File: config.mk
export PLATFORM = sky130hd
export DESIGN_NAME = pipelined_ripple_adder
export DESIGN_NICKNAME = d
export VERILOG_FILES = /design/src/rtl/ripple_pkg.sv /design/src/rtl/full_adder.sv /design/src/rtl/ripple_segment.sv /design/src/rtl/pipelined_ripple_adder.sv
export SDC_FILE = /design/constraint.sdc
export NUM_CORES = 1
export LEC_CHECK = 0
export CORE_UTILIZATION = 45
export CTS_BUF_LIST = sky130_fd_sc_hd__clkbuf_4
export DETAILED_ROUTE_END_ITERATION = 7
export GPL_TIMING_DRIVEN = 0
export PLACE_DENSITY = 0.71
export SETUP_SLACK_MARGIN = 0.5
export SYNTH_ARGS = -nofsm -noshare
export SYNTH_HDL_FRONTEND = slang
export SYNTH_SLANG_ARGS = --single-unit
File: constraint.sdc
create_clock -name ck -period 9.52 [get_ports ck]
set_clock_uncertainty 0.2 [all_clocks]
set_input_delay 1.428 -clock ck [delete_from_list [all_inputs] [get_ports ck]]
set_output_delay 1.428 -clock ck [all_outputs]
set_load 0.01 [all_outputs]
File: src/rtl/ripple_pkg.sv
// Shared constants and helpers for the segmented, pipelined ripple-carry adder.
package ripple_pkg;

    localparam int SEG_DEFAULT = 4;

    function automatic int stages(input int n, input int seg);
        return n / seg;
    endfunction

endpackage

File: src/rtl/full_adder.sv
// One-bit full adder cell; the unit the ripple segments are chained from.
module full_adder (
    input  logic a,
    input  logic b,
    input  logic ci,
    output logic s,
    output logic co
);

    assign s  = a ^ b ^ ci;
    assign co = (a & b) | (ci & (a ^ b));

endmodule

File: src/rtl/ripple_segment.sv
// Combinational SEG-bit ripple adder; also exposes the carry into its top bit
// so the final segment can derive signed overflow.
module ripple_segment
    import ripple_pkg::*;
#(
    parameter int SEG = SEG_DEFAULT
) (
    input  logic [SEG-1:0] a,
    input  logic [SEG-1:0] b,
    input  logic           ci,
    output logic [SEG-1:0] sum,
    output logic           co,
    output logic           c_msb_in
);

    logic [SEG:0] carry;

    assign carry[0] = ci;

    for (genvar gi = 0; gi < SEG; gi++) begin : g_bit
        full_adder u_fa (
            .a  (a[gi]),
            .b  (b[gi]),
            .ci (carry[gi]),
            .s  (sum[gi]),
            .co (carry[gi+1])
        );
    end

    assign co       = carry[SEG];
    assign c_msb_in = carry[SEG-1];

endmodule

File: src/rtl/pipelined_ripple_adder.sv
// N-bit add/subtract split into SEG-bit ripple segments, one register stage per
// segment, with a single global advance enable driven by output backpressure.
module pipelined_ripple_adder
    import ripple_pkg::*;
#(
    parameter int N   = 24,
    parameter int SEG = SEG_DEFAULT
) (
    input  logic         ck,
    input  logic         rst,
    input  logic         in_valid,
    output logic         in_ready,
    input  logic [N-1:0] A,
    input  logic [N-1:0] B,
    input  logic         ci,
    input  logic         sub,
    output logic         out_valid,
    input  logic         out_ready,
    output logic [N-1:0] SUM,
    output logic         co,
    output logic         ovf
);

    localparam int STAGES = stages(N, SEG);
    localparam int LAST   = STAGES - 1;

    if ((SEG < 1) || (N % SEG != 0)) begin : g_bad_config
        $error("pipelined_ripple_adder: N must be a positive multiple of SEG");
    end

    // Whole-width fields keep indexing uniform; each stage only owns one slice
    // of sum and only consumes one slice of the a/b skew copies.
    typedef struct packed {
        logic         valid;
        logic [N-1:0] sum;
        logic         carry;
        logic         ovf;
        logic [N-1:0] a;
        logic [N-1:0] b;
    } stage_t;

    stage_t stage_q [STAGES];
    stage_t head;
    logic   en;

    assign en       = !out_valid || out_ready;
    assign in_ready = en;

    // Subtraction is A + ~B + 1, with the borrow-in folded into the carry-in.
    assign head = '{
        valid: in_valid,
        sum:   '0,
        carry: ci ^ sub,
        ovf:   1'b0,
        a:     A,
        b:     sub ? ~B : B
    };

    for (genvar gi = 0; gi < STAGES; gi++) begin : g_stage
        stage_t         prev;
        stage_t         rec_next;
        stage_t         rec_reg;
        logic [SEG-1:0] seg_sum;
        logic           seg_co;
        logic           seg_c_msb;

        if (gi == 0) begin : g_head
            assign prev = head;
        end else begin : g_tail
            assign prev = stage_q[gi-1];
        end

        ripple_segment #(.SEG(SEG)) u_seg (
            .a        (prev.a[gi*SEG +: SEG]),
            .b        (prev.b[gi*SEG +: SEG]),
            .ci       (prev.carry),
            .sum      (seg_sum),
            .co       (seg_co),
            .c_msb_in (seg_c_msb)
        );

        always_comb begin
            rec_next                     = prev;
            rec_next.sum[gi*SEG +: SEG]  = seg_sum;
            rec_next.carry               = seg_co;
            rec_next.ovf                 = seg_c_msb ^ seg_co;
        end

        always_ff @(posedge ck or posedge rst) begin
            if (rst) begin
                rec_reg <= '0;
            end else if (en) begin
                rec_reg <= rec_next;
            end
        end

        assign stage_q[gi] = rec_reg;
    end

    assign out_valid = stage_q[LAST].valid;
    assign SUM       = stage_q[LAST].sum;
    assign co        = stage_q[LAST].carry;
    assign ovf       = stage_q[LAST].ovf;

endmodule

==> results of run 1 <==
critical path, delay by kind of cell:
kind	cells	cell delay [ps]
simple gates	1	210
buf+inv	5	1810
power by group:
part	internal [mW]	leakage [nW]	switching, mW
Clock	0.434	0.413	0.354
Sequential	1.36	2.51	0.231
Combinational	0.729	1.85	0.488
final timing paths:
| kind | from | end |
|---|---|---|
| worst min register to register | g_stage[4].rec_reg[74] | out_valid |
| worst max register to register | g_stage[4].rec_reg[20] | ovf |
| min in group asynchronous | rst | SUM[10] |
| max in group asynchronous | rst | SUM[23] |
| worst max-delay path | out_ready | in_ready |
| worst min-delay path | g_stage[4].rec_reg[74] | out_valid |
cells by family (layout without fill, tap and decap cells):
kind of cell | after synthesis | after routing | share of synthesized area
adder cells (fa/ha/maj) | 24 | 24 | 0.05310
multiplexers | 201 | 201 | 0.2494
AO/OA/AOI/OAI | 15 | 15 | 0.008296
AND/OR/NAND/NOR | 17 | 17 | 0.01466
flip-flops | 217 | 217 | 0.6001
buffers and inverters | 69 | 241 | 0.04922
XOR/XNOR | 26 | 26 | 0.02517
cells in the mapped netlist:
library cell	n	area share
a21oi_1	15	0.0083
buf_2	2	0.0011
buf_4	2	0.0017
buf_6	22	0.027
buf_8	1	0.0017
clkbuf_1	2	0.00083
dfrtp_1	217	0.60
fa_1	24	0.053
inv_1	40	0.017
mux2_2	196	0.24
mux2i_1	5	0.0055
nand2b_1	1	0.00069
nand2b_4	1	0.0015
nor3b_1	15	0.012
xnor2_1	7	0.0068
xor2_1	19	0.018
cell usage in the layout, fill, tap and decap left out, types with 2 or more instances in the layout:
master           instances
inv_1                   39
buf_2                    2
clkdlybuf4s50_1         80
mux2i_1                  5
nor3b_1                 15
a21oi_1                 15
buf_4                    2
bufinv_16                2
buf_6                   22
clkbuf_1                 2
clkinv_1                 8
mux2_2                 196
xor2_1                  19
dfrtp_1                217
fa_1                    24
clkbuf_4                80
xnor2_1                  7
per-stage QoR:
step                      instances  total power, mW  setup TNS [ps]
after floorplan                 569            2.409               0
after global placement          914            2.782          -86480
after detailed placement        915            2.849               0
after CTS                      1006            3.653               0
after global routing           1006            3.859               0
final                          1006            3.596               0
layout make-up:
class / instances / area (um^2) / area share
plain buffers: 29 / 295.3 / 0.02706
flip-flops and latches: 217 / 5430 / 0.4977
repair buffers: 81 / 828.3 / 0.07591
multi-input cells: 283 / 3173 / 0.2908
clock inverters: 11 / 95.09 / 0.008715
well taps: 265 / 331.6 / 0.03039
inverters: 40 / 157.7 / 0.01445
clock buffers: 80 / 600.6 / 0.05504
layer usage:
metal | track usage | routed length, um | part of all wire | vias to the layer above
met4 | 0.06103 | 292 | 0.018 | 0
met3 | 0.04232 | 748 | 0.046 | 27
met2 | 0.2841 | 7971 | 0.49 | 106
li1 | - | - | - | 2228
met1 | 0.2253 | 7363 | 0.45 | 2521
met5 | 0 | 0 | 0 | -
==> out/qor.yml, run 1 <==
global_route:
  grt_overflow: 0
  antenna_found_initial: 0
  grt_pass1_vias: 5352
  track_usage: 0.1737
  grt_max_degree: 124
  grt_pass1_wl_mm: 27.32
cells_and_area:
  drive_above_1_share: 0.4170
  area_growth_pct: 20.59
  antenna_cells: 0
  fillCellCount: 1636
  nNetsFinal: 785
  final_core_util: 0.5570
  final_cell_area_um2: 10910
  largest_reg_flops: 190
clock_network:
  clock-root-buffer: "clkbuf_4"
  clk-insertion-delay-late_ps: 640
  hold_buffers: 0
  cts-buffers-inserted: 55
  cts-resized-gates: 0
  tritoncts: "built"
  cts_buffer_depth: 3
  cts.sinks: 217
  htreeDepth: 2
  post-cts-setup-buffer-count: 0
  clk_pin_slew_ps: 70
critical_path:
  cp_slowest_cell: "clkdlybuf4s50_1"
  reg2reg_slack_ps: 6830
  cp_slowest_stage_delay_ps: 650
  reg2reg_depth: 9
  required_ps: 7890
  critical_path_class: "in -> out"
  start_kind: "primary input"
  cp_max_fo: 10
  crit_chain: "clkdlybuf4s50_1 > nand2b_4 > buf_6 > buf_6 > buf_4 > clkdlybuf4s50_1"
  endpoint_kind: "output port"
  worstPathArrival_ps: 3450
placement:
  placed_area_um2: 10220
  io_buffer_count: 80
  pre_cts_slack_ps: 4451
  place_congestion: 0.7449
  hpwlAfterDp_mm: 11.12
sta:
  setup_violations: 0
  drv_slew: 0
  fin_hold_ws_ps: 279.3
  worstMarginPinSlew_ps: 659.7
  min_period_ps: 5081
  grt_setup_unrepaired: "no"
  hold_viol: 0
  slew_headroom: 0.5602
  fin_ws_ps: 4439
  final_min_period_over_clock_period: 0.5338
  max_clock_freq_mhz: 196.8
power_and_ir_drop:
  p_leak_nw: 4.768
  p_per_area_nw_per_um2: 329.5
  vdd_drop_max_mv: 0.1125
die:
  die-area_um2: 20680
  ioPinCount: 82
  die_width_um: 143.8
  start_util: 0.4619
  core_area_um2: 19590
  die_h_um: 143.8
  rows: 51
synth:
  yosysWarnings: 0
  syn_avg_cell_area_um2: 15.90
  syn_nets: 647
  ys_seq_elements: 217
  syn_inst: 569
  syn_area_um2: 9049
  synth_cell_types: 16
  ys_seq_area_frac: 0.6001
worst_hold_path:
  whs_path_depth: 1
  hold_class: "reg -> reg"
route:
  drt_iter0_drc: 225
  drc_errors: 0
  antenna_left: 0
  drt-total-wl_mm: 16.38
  drtPass1Iterations: 4
  vias_per_cell: 4.853
  vias: 4882
  wl_per_cell_um: 16.28
job:
  drv_cap: 0
status:
  status: "completed"
No activity file was read; power rests on OpenSTA's default activity.
==> inputs of run 2 (changes only) <==
==> constraint.sdc (replaced) <==
create_clock -name ck -period 5.1 [get_ports ck]
set_clock_uncertainty 0.2 [all_clocks]
set_input_delay 0.765 -clock ck [delete_from_list [all_inputs] [get_ports ck]]
set_output_delay 0.765 -clock ck [all_outputs]
set_load 0.01 [all_outputs]
==> out/qor.yml, run 2 (synthesis results as in run 1) <==
placement:
  dp_cells: 919
  placed_area_um2: 10280
  io_buffer_count: 80
  pre_cts_slack_ps: 1327
  hpwlAfterDp_mm: 11.57
  place_congestion: 0.7276
route:
  wl_per_cell_um: 16.45
  drt-total-wl_mm: 16.52
  antenna_left: 0
  drc_errors: 0
  met1Wirelength_mm: 7.395
  drt_iter0_drc: 136
  dr_wl_met2_mm: 8.068
  vias: 4887
  vias_per_cell: 4.868
  routed.top_layer: "met4"
  drtPass1Iterations: 4
  wl_met3_um: 709
cells_and_area:
  final_cell_mix: "dfrtp_1, mux2_2, clkbuf_4"
  drive_above_1_share: 0.4241
  area_growth_pct: 20.58
  final_cell_area_um2: 10910
  fillCellCount: 1595
  seq_area_um2: 5430
  stdcell_count: 1004
  multi_input_area_um2: 3173
  final_core_util: 0.5569
  largest_reg_flops: 190
  final_common_cell: "dfrtp_1"
  nNetsFinal: 788
clock_network:
  htreeDepth: 2
  tritoncts: "built"
  cts-buffers-inserted: 54
  clk-insertion-delay-late_ps: 640
  cts.sinks: 217
  post-cts-setup-buffer-count: 0
  hold_buffers: 0
  cts_buffer_depth: 3
  cts-resized-gates: 0
  clock-root-buffer: "clkbuf_4"
  clk_pin_slew_ps: 60
sta:
  setup_tns_ps: 0
  fin_hold_ws_ps: 283.2
  setup_violations: 0
  worstMarginPinSlew_ps: 699.7
  max_clock_freq_mhz: 263.6
  hold_viol: 0
  final_min_period_over_clock_period: 0.7437
  fin_ws_ps: 1307
  drv_slew: 0
  slew_headroom: 0.5326
  grt_setup_unrepaired: "no"
  min_period_ps: 3793
critical_path:
  cp_max_fo: 10
  startpoint: "out_ready"
  worstPathArrival_ps: 2830
  cp_slowest_cell: "clkdlybuf4s50_1"
  start_kind: "primary input"
  crit_chain: "clkdlybuf4s50_1 > nand2b_4 > buf_6 > buf_6 > buf_4 > clkdlybuf4s50_1"
  reg2reg_slack_ps: 2390
  cp_slowest_stage_delay_ps: 680
  r2r_start: "g_stage[4].rec_reg[49]"
  critical_path_class: "in -> out"
  crit_end: "in_ready"
  endpoint_kind: "output port"
  reg2reg_depth: 9
  required_ps: 4140
  rr_endpoint: "ovf"
worst_hold_path:
  hold_class: "reg -> reg"
die:
  rows: 51
  die_width_um: 143.8
  ioPinCount: 82
  core_area_um2: 19590
  start_util: 0.4619
  die_h_um: 143.8
  die-area_um2: 20680
global_route:
  grt_overflow: 0
  antenna_found_initial: 1
  grt_pass1_wl_mm: 28.08
  grt_max_degree: 43
  grt_pass1_vias: 5504
  track_usage: 0.1790
status:
  status: "completed"
job:
  drv_cap: 0
power_and_ir_drop:
  finalPower_mw: 6.592
  p_leak_nw: 4.762
  vdd_drop_max_mv: 0.1969
  p_per_area_nw_per_um2: 604.2
[run 2: changes by cell type in the layout (fill, tap and decap cells not counted), sizes merged]
cell,before,now
bufinv,2,0
buf,28,32
diode,0,1
clkbuf,82,83
clkinv,9,1
clkinvlp,0,2
[run 2: where the power goes]
| part | total [mW] | switching [mW] | internal [mW] |
|---|---|---|---|
| Combinational | 2.29 | 0.918 | 1.37 |
| Clock | 1.33 | 0.624 | 0.709 |
| Sequential | 2.97 | 0.432 | 2.54 |
[run 2: per-layer routing]
layer  up-vias  global-route usage
met4         0             0.07279
met5         -                   0
li1       2241                   -
met1      2510              0.2326
met3        34             0.03732
met2       102              0.2931
[run 2: worst max-delay path, delay by kind of cell]
kind / cells / cell delay [ps]
buffers and inverters: 5 / 1840
AND/OR/NAND/NOR: 1 / 220
[run 2: final cells by class]
type,instances,share of cell area
Antenna cell,1,0.0002294
Buffer,29,0.02706
Clock buffer,81,0.05573
Clock inverter,3,0.001376
Inverter,40,0.01411
Multi-Input combinational cell,283,0.2908
Sequential cell,217,0.4977
Tap cell,265,0.03039
Timing Repair Buffer,85,0.08257
[run 2: worst min path at each step]
stage	from	to	slack, ps	depth (start not counted)
floorplan	g_stage[4].rec_reg[74]	out_valid	230	1
global placement	g_stage[4].rec_reg[74]	out_valid	250	1
detailed placement	g_stage[4].rec_reg[74]	out_valid	260	1
CTS	g_stage[3].rec_reg[64]	g_stage[4].rec_reg[64]	280	1
global route	g_stage[0].rec_reg[16]	g_stage[1].rec_reg[16]	310	1
finish	g_stage[0].rec_reg[16]	g_stage[1].rec_reg[16]	280	1
